**src/rtl/status_frame_receiver.sv**
```systemverilog
// status_frame_receiver: finds 0xB000B135-led hand-status frames in a uart byte stream,
// checks the payload CRC16 and presents decoded, sign-extended fields. Optional macro: MOTOR_ID_FILTER_EN.
module status_frame_receiver #(
    parameter int unsigned CLK_FREQ_HZ         = 50_000_000,
    parameter int unsigned BYTE_TIMEOUT_CYCLES = 100_000,
    parameter logic [31:0] MAGIC               = 32'hB000B135,
    parameter int unsigned PAYLOAD_LEN         = 31
) (
    input  logic        clk,
    input  logic        reset,
    input  logic        rx_data_ready,
    input  logic [7:0]  rx_data,
    input  logic        abort,
`ifdef MOTOR_ID_FILTER_EN
    input  logic [7:0]  expected_id,
    output logic        id_mismatch,
`endif
    output logic        busy,
    output logic        frame_valid,
    output logic        crc_error,
    output logic        timeout_error,
    output logic [7:0]  motor_id,
    output logic [7:0]  control_mode,
    output logic [31:0] encoder0_position,
    output logic [31:0] encoder1_position,
    output logic [31:0] setpoint_actual,
    output logic [31:0] duty,
    output logic [15:0] current,
    output logic [15:0] frame_count,
    output logic [15:0] error_count
);

    localparam int unsigned        TIMER_W    = $clog2(BYTE_TIMEOUT_CYCLES + 1);
    localparam logic [TIMER_W-1:0] TIMER_LAST = TIMER_W'(BYTE_TIMEOUT_CYCLES - 1);
    localparam logic [4:0]         IDX_CRC_HI = 5'(PAYLOAD_LEN - 2);
    localparam logic [4:0]         IDX_LAST   = 5'(PAYLOAD_LEN - 1);

    if (CLK_FREQ_HZ == 0 || PAYLOAD_LEN != 31 || BYTE_TIMEOUT_CYCLES < 2) begin : g_bad_cfg
        $error("status_frame_receiver: unsupported parameter set");
    end

    typedef enum logic [1:0] {
        ST_HUNT    = 2'd0,
        ST_PAYLOAD = 2'd1,
        ST_CHECK   = 2'd2
    } state_t;

    // CRC16 poly 0x8005, MSB first, one byte per call
    function automatic logic [15:0] crc16_byte(input logic [15:0] crc_in, input logic [7:0] data);
        logic [15:0] c;
        c = crc_in;
        for (int i = 7; i >= 0; i--) begin
            if (c[15] ^ data[i]) begin
                c = {c[14:0], 1'b0} ^ 16'h8005;
            end else begin
                c = {c[14:0], 1'b0};
            end
        end
        return c;
    endfunction

    function automatic logic [31:0] sext24(input logic [23:0] v);
        return {{8{v[23]}}, v};
    endfunction

    state_t              state_q, state_d;
    logic [23:0]         sr_q, sr_d;
    logic [4:0]          idx_q, idx_d;
    logic [TIMER_W-1:0]  timer_q, timer_d;
    logic [15:0]         crc_q, crc_d;
    logic [13:0][7:0]    hdr_q, hdr_d;
    logic [15:0]         cur_q, cur_d;
    logic [15:0]         crc_rx_q, crc_rx_d;

    logic                frame_valid_q, frame_valid_d;
    logic                crc_error_q, crc_error_d;
    logic                timeout_error_q, timeout_error_d;
    logic [7:0]          motor_id_q, motor_id_d;
    logic [7:0]          control_mode_q, control_mode_d;
    logic [31:0]         encoder0_position_q, encoder0_position_d;
    logic [31:0]         encoder1_position_q, encoder1_position_d;
    logic [31:0]         setpoint_actual_q, setpoint_actual_d;
    logic [31:0]         duty_q, duty_d;
    logic [15:0]         current_q, current_d;
    logic [15:0]         frame_count_q, frame_count_d;
    logic [15:0]         error_count_q, error_count_d;

    logic                magic_hit_s;
    logic                timeout_s;
    logic                take_byte_s;
    logic                crc_ok_s;
    logic [15:0]         err_sat_inc_s;

    assign magic_hit_s   = rx_data_ready && ({sr_q, rx_data} == MAGIC);
    assign timeout_s     = abort || (timer_q == TIMER_LAST);
    // abort or timeout in the same cycle as a strobe drops that byte
    assign take_byte_s   = rx_data_ready && !timeout_s;
    assign crc_ok_s      = (crc_rx_q == crc_q);
    assign err_sat_inc_s = (error_count_q == 16'hFFFF) ? error_count_q : (error_count_q + 16'd1);

`ifdef MOTOR_ID_FILTER_EN
    logic id_mismatch_q, id_mismatch_d;
    logic id_ok_s;
    assign id_ok_s     = (hdr_q[0] == expected_id);
    assign id_mismatch = id_mismatch_q;
`endif

    // State register
    always_ff @(posedge clk) begin
        if (reset) begin
            state_q <= ST_HUNT;
        end else begin
            state_q <= state_d;
        end
    end

    // Next-state logic
    always_comb begin
        state_d = state_q;
        case (state_q)
            ST_HUNT: begin
                if (magic_hit_s) begin
                    state_d = ST_PAYLOAD;
                end else begin
                    state_d = ST_HUNT;
                end
            end
            ST_PAYLOAD: begin
                if (timeout_s) begin
                    state_d = ST_HUNT;
                end else if (take_byte_s && (idx_q == IDX_LAST)) begin
                    state_d = ST_CHECK;
                end else begin
                    state_d = ST_PAYLOAD;
                end
            end
            ST_CHECK: state_d = ST_HUNT;
            default:  state_d = ST_HUNT;
        endcase
    end

    // Datapath and output next values
    always_comb begin
        sr_d                = sr_q;
        idx_d               = idx_q;
        timer_d             = timer_q;
        crc_d               = crc_q;
        hdr_d               = hdr_q;
        cur_d               = cur_q;
        crc_rx_d            = crc_rx_q;
        frame_valid_d       = 1'b0;
        crc_error_d         = 1'b0;
        timeout_error_d     = 1'b0;
`ifdef MOTOR_ID_FILTER_EN
        id_mismatch_d       = 1'b0;
`endif
        motor_id_d          = motor_id_q;
        control_mode_d      = control_mode_q;
        encoder0_position_d = encoder0_position_q;
        encoder1_position_d = encoder1_position_q;
        setpoint_actual_d   = setpoint_actual_q;
        duty_d              = duty_q;
        current_d           = current_q;
        frame_count_d       = frame_count_q;
        error_count_d       = error_count_q;
        case (state_q)
            ST_HUNT: begin
                if (magic_hit_s) begin
                    sr_d    = 24'd0;
                    idx_d   = 5'd0;
                    timer_d = '0;
                    crc_d   = 16'hFFFF;
                end else if (rx_data_ready) begin
                    sr_d = {sr_q[15:0], rx_data};
                end else begin
                    sr_d = sr_q;
                end
            end
            ST_PAYLOAD: begin
                if (timeout_s) begin
                    timeout_error_d = 1'b1;
                    error_count_d   = err_sat_inc_s;
                    timer_d         = '0;
                end else if (take_byte_s) begin
                    if (idx_q < 5'd14) begin
                        hdr_d[idx_q[3:0]] = rx_data;
                    end else if (idx_q == 5'd17) begin
                        cur_d[15:8] = rx_data;
                    end else if (idx_q == 5'd18) begin
                        cur_d[7:0] = rx_data;
                    end else if (idx_q == IDX_CRC_HI) begin
                        crc_rx_d[15:8] = rx_data;
                    end else if (idx_q == IDX_LAST) begin
                        crc_rx_d[7:0] = rx_data;
                    end else begin
                        hdr_d = hdr_q;
                    end
                    if (idx_q < IDX_CRC_HI) begin
                        crc_d = crc16_byte(crc_q, rx_data);
                    end else begin
                        crc_d = crc_q;
                    end
                    idx_d   = idx_q + 5'd1;
                    timer_d = '0;
                end else begin
                    timer_d = timer_q + TIMER_W'(1);
                end
            end
            ST_CHECK: begin
                if (rx_data_ready) begin
                    sr_d = {sr_q[15:0], rx_data};
                end else begin
                    sr_d = sr_q;
                end
                if (!crc_ok_s) begin
                    crc_error_d   = 1'b1;
                    error_count_d = err_sat_inc_s;
`ifdef MOTOR_ID_FILTER_EN
                end else if (!id_ok_s) begin
                    id_mismatch_d = 1'b1;
`endif
                end else begin
                    frame_valid_d       = 1'b1;
                    frame_count_d       = frame_count_q + 16'd1;
                    motor_id_d          = hdr_q[0];
                    control_mode_d      = hdr_q[1];
                    encoder0_position_d = sext24({hdr_q[2], hdr_q[3], hdr_q[4]});
                    encoder1_position_d = sext24({hdr_q[5], hdr_q[6], hdr_q[7]});
                    setpoint_actual_d   = sext24({hdr_q[8], hdr_q[9], hdr_q[10]});
                    duty_d              = sext24({hdr_q[11], hdr_q[12], hdr_q[13]});
                    current_d           = cur_q;
                end
            end
            default: begin
                sr_d = sr_q;
            end
        endcase
    end

    // Datapath and output registers
    always_ff @(posedge clk) begin
        if (reset) begin
            sr_q                <= 24'd0;
            idx_q               <= 5'd0;
            timer_q             <= '0;
            crc_q               <= 16'hFFFF;
            hdr_q               <= '0;
            cur_q               <= 16'd0;
            crc_rx_q            <= 16'd0;
            frame_valid_q       <= 1'b0;
            crc_error_q         <= 1'b0;
            timeout_error_q     <= 1'b0;
`ifdef MOTOR_ID_FILTER_EN
            id_mismatch_q       <= 1'b0;
`endif
            motor_id_q          <= 8'd0;
            control_mode_q      <= 8'd0;
            encoder0_position_q <= 32'd0;
            encoder1_position_q <= 32'd0;
            setpoint_actual_q   <= 32'd0;
            duty_q              <= 32'd0;
            current_q           <= 16'd0;
            frame_count_q       <= 16'd0;
            error_count_q       <= 16'd0;
        end else begin
            sr_q                <= sr_d;
            idx_q               <= idx_d;
            timer_q             <= timer_d;
            crc_q               <= crc_d;
            hdr_q               <= hdr_d;
            cur_q               <= cur_d;
            crc_rx_q            <= crc_rx_d;
            frame_valid_q       <= frame_valid_d;
            crc_error_q         <= crc_error_d;
            timeout_error_q     <= timeout_error_d;
`ifdef MOTOR_ID_FILTER_EN
            id_mismatch_q       <= id_mismatch_d;
`endif
            motor_id_q          <= motor_id_d;
            control_mode_q      <= control_mode_d;
            encoder0_position_q <= encoder0_position_d;
            encoder1_position_q <= encoder1_position_d;
            setpoint_actual_q   <= setpoint_actual_d;
            duty_q              <= duty_d;
            current_q           <= current_d;
            frame_count_q       <= frame_count_d;
            error_count_q       <= error_count_d;
        end
    end

    assign busy              = (state_q != ST_HUNT);
    assign frame_valid       = frame_valid_q;
    assign crc_error         = crc_error_q;
    assign timeout_error     = timeout_error_q;
    assign motor_id          = motor_id_q;
    assign control_mode      = control_mode_q;
    assign encoder0_position = encoder0_position_q;
    assign encoder1_position = encoder1_position_q;
    assign setpoint_actual   = setpoint_actual_q;
    assign duty              = duty_q;
    assign current           = current_q;
    assign frame_count       = frame_count_q;
    assign error_count       = error_count_q;

endmodule

```
**config.mk**
```make
export PLATFORM = sky130hd
export DESIGN_NAME = status_frame_receiver
export DESIGN_NICKNAME = d
export VERILOG_FILES = /design/src/rtl/status_frame_receiver.sv
export SDC_FILE = /design/constraint.sdc
export NUM_CORES = 1
export LEC_CHECK = 0
export CORE_MARGIN = 2
export CORE_UTILIZATION = 50
export DETAILED_ROUTE_END_ITERATION = 10
export PLACE_DENSITY = 0.72
export SLEW_MARGIN = 20
export SYNTH_ARGS = -nofsm -noshare
export SYNTH_HDL_FRONTEND = slang
export SYNTH_SLANG_ARGS = --single-unit
```
**constraint.sdc**
```tcl
create_clock -name clk -period 3.1 [get_ports clk]
set_input_delay 0.31 -clock clk [delete_from_list [all_inputs] [get_ports clk]]
set_output_delay 0.31 -clock clk [all_outputs]
set_load 0.03 [all_outputs]
```
# Yosys cells after proc, flatten, opt, wreduce, memory -nomap -nowiden

Index checks and enable logic that the tools add are counted.

Bits in registers: 371
Latch bits: 0
Memory bits (writable): 0
ROM bits: 0
Input port bits: 12
Output and inout bits: 196
Word-level logic and storage cells: 171
Memories: 0

Add/sub/neg operators: 4
Multipliers: 0
Div/mod/pow operators: 0
$lt $le $gt $ge: 4
Eq/ne operators: 16
Shift-type cells: 0
Multiplexer cells: 66
Bitwise operators: 23
Reduce and logical (&&, ||, !) cells: 23

Operator list:

| operator                                      | number |
|---|---|
| two-way mux 16 bit                            | 43 |
| bitwise mux 112 bit                           | 1 |
| one-hot mux 16 bit (2 select lines)           | 2 |
| two-way mux 17 bit                            | 3 |
| two-way mux 24 bit                            | 2 |
| one-hot mux 24 bit (2 select lines)           | 1 |
| one-hot mux 17 bit (2 select lines)           | 1 |
| adder 16 x 1 -> 16 bit, second input constant | 2 |
| demux 8 bit (select 4 bit)                    | 1 |
| == test 32 bit, second input constant         | 1 |
| inverter 3 bit                                | 8 |
| == test 5 bit, second input constant          | 4 |
| adder 17 x 1 -> 17 bit, second input constant | 1 |
| == test 17 bit, second input constant         | 1 |
| == test 16 bit                                | 1 |
| == test 16 bit, second input constant         | 1 |
| two-way mux 5 bit                             | 3 |
| inequality test 2 bit, second input constant  | 6 |
| one-hot mux 5 bit (2 select lines)            | 1 |
| AND reduction 5 bit                           | 2 |
| two-way mux 8 bit                             | 1 |
| AND reduction 4 bit                           | 2 |
| AND reduction 8 bit                           | 1 |
| nonzero test 2 bit                            | 4 |
| 21 further kinds                              | 43 |

# Logic depth before layout (Yosys ltp)

Gate-level depths: netlist of run 1.

Depth in word-level cells: 49
Gate-level depth with buffers: 10
Gate-level depth less buffers: 8

# Worst setup path after synthesis of run 1

No wires, ideal clock.

Path type: flip-flop to flip-flop
Start: reg timer_q[6]
End: reg error_count_q[14], in the netlist error_count[14]
Setup time: 0.121 ns
Arrival time: 2.497 ns
Required time: 2.979 ns
Slack: 0.482 ns
Cell stages (with the launch flop): 9
Path buffers: 2
Period minus slack after synthesis: 2.618 ns
Cells stage by stage: dfxtp_1 or4b_1 or4_1 buf_2 o21ai_4 o211ai_4 buf_6 nor4_1 mux2_2

Longest elaborated chain between the ends: 4

Ends and longest elaborated chain:

| item                            | RTL line | text |
|---|---|---|
| start: declaration              | 69       | `logic [TIMER_W-1:0] timer_q, timer_d;` |
| start signal: assignment        | 268      | `timer_q <= timer_d;` |
| == test 17 bit                  | 95       | `assign timeout_s = abort \|\| (timer_q == TIMER_LAST);` |
| logical OR 1 bit                | 95       |  |
| inequality test 2 bit (no line) | -        |  |
| AND reduction 3 bit (no line)   | -        |  |
| end signal: assignment          | 287      | `error_count_q <= error_count_d;` |
| end: declaration                | 86       | `logic [15:0] error_count_q, error_count_d;` |

Every way passes these cells.
A chain may end at the register's enable or synchronous reset.

# Worst setup path in the final report of run 1

Start: reg timer_q[6]
End: reg error_count_q[11], in the netlist error_count[11]

Same word-level chain as after synthesis.

==> results.sh, run 1 <==
export IMPL_cts_buffers=39
export IMPL_fp_dieW_um=176.6
export IMPL_core_area_um2=29480
export IMPL_yosysSeqAreaShare_pct=49.84
export IMPL_synthFlopType="dfxtp_1"
export IMPL_crit_fanout=25
export IMPL_ir_drop_uv=341.0
export IMPL_cts_hold_buf=0
export IMPL_dieArea_um2=31200
export IMPL_hold_slack_ns=0.2923
export IMPL_grt_usage_pct=23.24
export IMPL_synth_edf_count=0
export IMPL_drive_gt1_share_pct=6.674
export IMPL_layout_common_cells="dfxtp_1, nand2_1, nor2_1"
export IMPL_cp_end_kind="flop"
export IMPL_insertion_delay_ns=0.53
export IMPL_grt_pass1_wl_mm=59.17
export IMPL_clock_skew_ns=0.02057
export IMPL_ff_latch_area_um2=7427
export IMPL_dpl_hpwl_mm=23.43
export IMPL_place_congestion=0.8636
export IMPL_antenna_found_initial=0
export IMPL_rsz0062_at_grt="no"
export IMPL_drc=0
export IMPL_route_met3_wl_mm=2.279
export IMPL_die_h_um=176.6
export IMPL_hp_start="reset"
export IMPL_met2WireLength_mm=17.08
export IMPL_vias_per_cell=5.461
export IMPL_vias=12200
export IMPL_arrival_ns=3.26
export IMPL_cts_max_level=2
export IMPL_cts_buffer_depth=3
export IMPL_fill_cells=2520
export IMPL_fin_crit_sh_pct=92.01
export IMPL_hold_violations=0
export IMPL_period_minus_slack_ns=2.852
export IMPL_drt_iter0_markers=897
export IMPL_diodes=0
export IMPL_slew_viol_final=0
export IMPL_p_leak_nw=7.434
export IMPL_overflow=0
export IMPL_syn_nets=1707
export IMPL_slew_headroom_pct=45.53
export IMPL_startpoint="timer_q[6]"
export IMPL_grt_pass1_vias=11340
export IMPL_yosys_warnings=0
export IMPL_setup_tns_ns=0
export IMPL_ctsRootBufferMaster="clkbuf_16"
export IMPL_multi_input_area_um2=6766
export IMPL_max_freq_ghz=0.3506
export IMPL_required_ns=3.51
export IMPL_setup_viol=0
export IMPL_r2r_slack_ns=0.25
export IMPL_synth_seq_cells=371
export IMPL_yosysUniqueCellTypes=58
export IMPL_cts_tree="built"
export IMPL_hold_class="in -> reg"
export IMPL_drv_cap=0
export IMPL_startpoint_type="flop"
export IMPL_r2r_cells=6
export IMPL_post_drt_wl_per_cell_um=16.69
export IMPL_clock_sinks=371
export IMPL_synth_avg_cell_area_um2=8.843
export IMPL_r2r_end="error_count[11]"
export IMPL_outcome="complete, no violations"
export IMPL_hold_end="frame_count[4]"
export IMPL_io_buffers=207
export IMPL_met1_length_mm=17.22
export IMPL_netlist_instances=1685
export IMPL_start_util_pct=50.54
export IMPL_power_density_nw_per_um2=533.2
export IMPL_final_common_cell="dfxtp_1"
export IMPL_cts_resized=0
export IMPL_postCtsSetupBuffers=0
export IMPL_synthArstFlopShare_pct=0
export IMPL_grt_max_degree=131
export IMPL_top_layer="met4"
export IMPL_wl_mm=37.27
export IMPL_criticalPathCategory="reg -> reg"
export IMPL_num_io_pins=208
export IMPL_worst_pin_slew_ns=0.8170
export IMPL_firstDrtPassIters=5
export IMPL_clk_pin_slew_ns=0.06
export IMPL_synth_area_um2=14900
export IMPL_postRouteAntennaNets=0
export IMPL_hold_depth=2
export IMPL_placementRows=63
export IMPL_timing_rr_start="timer_q[6]"
export IMPL_final_nets=1840
export IMPL_area_growth_synth_to_final_pct=23.67
## layer usage
metal / GRT usage (%) / vias to the layer above
li1: - / 5940
met1: 32.06 / 5849
met2: 38.07 / 351
met3: 3.866 / 55
met4: 5.751 / 0
met5: 0 / -
## registers in the layout, indices dropped and copies added, names as in the netlist, 2 cells and up
signal and count:
encoder0_position 24, encoder1_position 24, duty 24, control_mode 8, setpoint_actual 24, current 16, frame_count 16, idx_q 5
timer_q 17, crc_q 16, hdr_q 112, error_count 16, crc_rx_q 16, motor_id 8, sr_q 24, state_q 2
cur_q 16
## worst max-delay path by stage
stage | endpoint | slack, ns | cells past startpoint
floorplan | error_count[14] | 0.48 | 8
global placement | timer_q[9] | 0.24 | 7
detailed placement | error_count[11] | 0.26 | 6
CTS | error_count[11] | 0.24 | 6
global route | error_count[11] | 0.09 | 6
finish | error_count[11] | 0.25 | 6
## per-stage QoR
step	worst slack (ns)	utilization [%]	power, W	instance area, um2	cells
floorplan	0.4822	-	0.005054	14900	1685
finish	0.2477	62.51	0.009826	18430	2233
global placement	0.2431	58.07	0.005144	17120	2167
global route	0.08542	62.51	0.01011	18430	2233
detailed placement	0.2557	58.07	0.005145	17120	2167
CTS	0.2429	62.51	0.009896	18430	2233
## cell usage after synthesis, types with 11 or more instances
| library cell | instances | area share (%) |
|---|---|---|
| nand2_1 | 293 | 7.4 |
| dfxtp_1 | 371 | 50 |
| o21ai_0 | 22 | 0.74 |
| nor4_1 | 23 | 0.97 |
| or4_1 | 14 | 0.71 |
| xor2_1 | 25 | 1.5 |
| nand3_2 | 11 | 0.74 |
| nand3_1 | 19 | 0.64 |
| clkbuf_1 | 109 | 2.7 |
| a22oi_1 | 22 | 1.1 |
| xnor2_1 | 20 | 1.2 |
| buf_4 | 32 | 1.6 |
| nor2_1 | 223 | 5.6 |
| a21oi_1 | 172 | 5.8 |
| mux2i_1 | 147 | 9.9 |
| nand4_1 | 11 | 0.46 |
| and3_1 | 15 | 0.63 |
| o21bai_1 | 16 | 0.81 |
| nor2b_1 | 11 | 0.46 |
## cells by family (layout without fill, tap and decap cells)
group / count (synthesis) / in the layout / share of synthesized area (%)
compound gates: 264 / 264 / 10.24
xor+xnor: 47 / 47 / 2.956
fa+ha+maj: 10 / 10 / 0.8397
buf+inv: 158 / 316 / 4.879
flops: 371 / 371 / 49.84
mux: 154 / 154 / 10.40
simple gates: 681 / 681 / 20.83
## critical path: stages (launching register included)
cell and delay, ns:
dfxtp_1 0.35, or4b_1 0.51, or4_1 0.67, o21ai_4 0.22
o211ai_4 0.24, nor4_1 0.38, mux2_2 0.38
## power breakdown
group	switching (W)	internal (W)
Clock	0.00184	0.00295
Sequential	0.00000808	0.00478
Combinational	0.000176	0.0000792
Total	0.00202	0.00781
## cell type report
class	count	area share, %
clock buffers	58	6.185
clock inverters	8	0.9166
multi-input cells	1156	36.72
well taps	390	2.648
repair buffers	240	13.02
inverters	10	0.2037
flip-flops and latches	371	40.30
(Power assumes the default switching activity.)
==> inputs of run 2 (changes only) <==
- CORE_MARGIN: 2 -> default
- CTS_BUF_LIST: default -> sky130_fd_sc_hd__clkbuf_16
==> results.sh, run 2 (synthesis results as in run 1) <==
export IMPL_outcome="complete, no violations"
export IMPL_cts_buffers=40
export IMPL_rsz0062_at_grt="no"
export IMPL_final_nets=1844
export IMPL_placementRows=62
export IMPL_slew_headroom_pct=34.94
export IMPL_crit_buf_inv=0
export IMPL_grt_pass1_wl_mm=59.84
export IMPL_cts_max_level=2
export IMPL_layout_common_cells="dfxtp_1, nand2_1, nor2_1"
export IMPL_die_h_um=174.6
export IMPL_fin_ws_ns=0.2745
export IMPL_fin_crit_sh_pct=91.15
export IMPL_crit_fanout=25
export IMPL_grt_usage_pct=23.98
export IMPL_max_freq_ghz=0.3539
export IMPL_arrival_ns=3.24
export IMPL_criticalPathCategory="reg -> reg"
export IMPL_cts_tree="built"
export IMPL_setup_viol=0
export IMPL_max_stage_delay_ns=0.65
export IMPL_startpoint_type="flop"
export IMPL_r2r_slack_ns=0.27
export IMPL_ctsRootBufferMaster="clkbuf_16"
export IMPL_area_growth_synth_to_final_pct=23.33
export IMPL_final_common_cell="dfxtp_1"
export IMPL_hold_depth=2
export IMPL_ir_drop_uv=479.3
export IMPL_dpl_hpwl_mm=23.51
export IMPL_timing_rr_start="timer_q[6]"
export IMPL_r2r_end="error_count[11]"
export IMPL_drc=0
export IMPL_cpMaxStageDelayCell="or4_1"
export IMPL_postRouteAntennaNets=0
export IMPL_p_int_w=0.007584
export IMPL_drv_cap=0
export IMPL_setup_tns_ns=0
export IMPL_grt_max_degree=143
export IMPL_start_util_pct=51.36
export IMPL_io_buffers=207
export IMPL_r2r_cells=6
export IMPL_cp_end_kind="flop"
export IMPL_cts_hold_buf=0
export IMPL_critPathTopFamily="simple AND/OR/NAND/NOR gates"
export IMPL_p_seq_share_pct=49.7
export IMPL_num_io_pins=208
export IMPL_comb_power_share_pct=2.7
export IMPL_vias=12180
export IMPL_grt_pass1_vias=11270
export IMPL_required_ns=3.52
export IMPL_hp_start="reset"
export IMPL_post_drt_wl_per_cell_um=16.56
export IMPL_wl_mm=37.03
export IMPL_clock_skew_ns=0.01642
export IMPL_cts_buffer_depth=3
export IMPL_p_leak_nw=7.452
export IMPL_firstDrtPassIters=8
export IMPL_drive_gt1_share_pct=6.807
export IMPL_dp_slack_ns=0.2062
export IMPL_period_minus_slack_ns=2.826
export IMPL_hold_violations=0
export IMPL_overflow=0
export IMPL_drt_iter0_markers=976
export IMPL_place_congestion=0.8629
export IMPL_clk_pin_slew_ns=0.06
export IMPL_startpoint="timer_q[6]"
export IMPL_cts_resized=0
export IMPL_antenna_found_initial=0
export IMPL_hold_class="in -> reg"
export IMPL_clock_sinks=371
export IMPL_core_area_um2=29010
export IMPL_switchingPower_w=0.002051
export IMPL_largest_reg_flops=112
export IMPL_power_density_nw_per_um2=524.3
export IMPL_vias_per_cell=5.448
export IMPL_worst_pin_slew_ns=0.9759
export IMPL_insertion_delay_ns=0.52
export IMPL_sw_frac_of_total_pct=21.28
export IMPL_postCtsSetupBuffers=0
export IMPL_hold_end="error_count[7]"
export IMPL_path_cells="or4b_1 -> or4_1 -> o21ai_4 -> o211ai_4 -> nor4_1 -> mux2_2"
export IMPL_slew_viol_final=0
export IMPL_dieArea_um2=30500
export IMPL_p_clk_share_pct=47.7
export IMPL_fp_dieW_um=174.6
export IMPL_regMostFlops="hdr_q"
## run 2: worst max path at each step
stage	end	slack, ns	cells past startpoint
2_1_floorplan	error_count[14]	0.48	8
3_3_place_gp	timer_q[3]	0.24	7
3_5_place_dp	timer_q[3]	0.21	7
4_1_cts	error_count[14]	0.27	6
5_1_grt	error_count[9]	0.11	6
6_report	error_count[11]	0.27	6
## run 2: area by class of cell
class,count,area [um2]
Fill cell,2433,10640
Sequential cell,371,7427
Multi-Input combinational cell,1156,6766
Timing Repair Buffer,243,2397
Clock buffer,41,1026
Tap cell,384,480.5
Clock inverter,30,239.0
Inverter,10,37.54
Antenna cell,1,2.502
## run 2: metal layers
metal / up-vias / GRT usage (%) / routed length, um
li1: 5958 / - / -
met1: 5787 / 33.60 / 17300
met2: 389 / 39.23 / 16950
met3: 47 / 3.416 / 2276
met4: 0 / 5.181 / 504
met5: - / 0 / 0
## run 2: per-stage QoR
| step | cell area [um2] | power (W) | cells | utilization (%) | hold slack [ns] |
|---|---|---|---|---|---|
| floorplan | 14900 | 0.005054 | 1685 | - | 0.4316 |
| global placement | 17110 | 0.005147 | 2164 | 58.97 | 0.4355 |
| detailed placement | 17110 | 0.005149 | 2164 | 58.97 | 0.4432 |
| CTS | 18370 | 0.009722 | 2235 | 63.33 | 0.3414 |
| global route | 18370 | 0.009948 | 2235 | 63.33 | 0.3621 |
| finish | 18380 | 0.009635 | 2236 | 63.34 | 0.3168 |
## run 2: power by group through the flow
stage	Combinational, W	Sequential, W	Clock, W
after floorplan	0.000166	0.00489	0
after global placement	0.000256	0.00489	0
after detailed placement	0.000257	0.00489	0
after CTS	0.000258	0.00479	0.00468
after global routing	0.000276	0.00478	0.00489
final	0.000257	0.00479	0.00459
==> inputs of run 3 (changes only) <==
- CTS_CLUSTER_DIAMETER: default -> 150
==> results of run 3 <==
No change in the layout: final DEF, timing and power equal those of run 2.
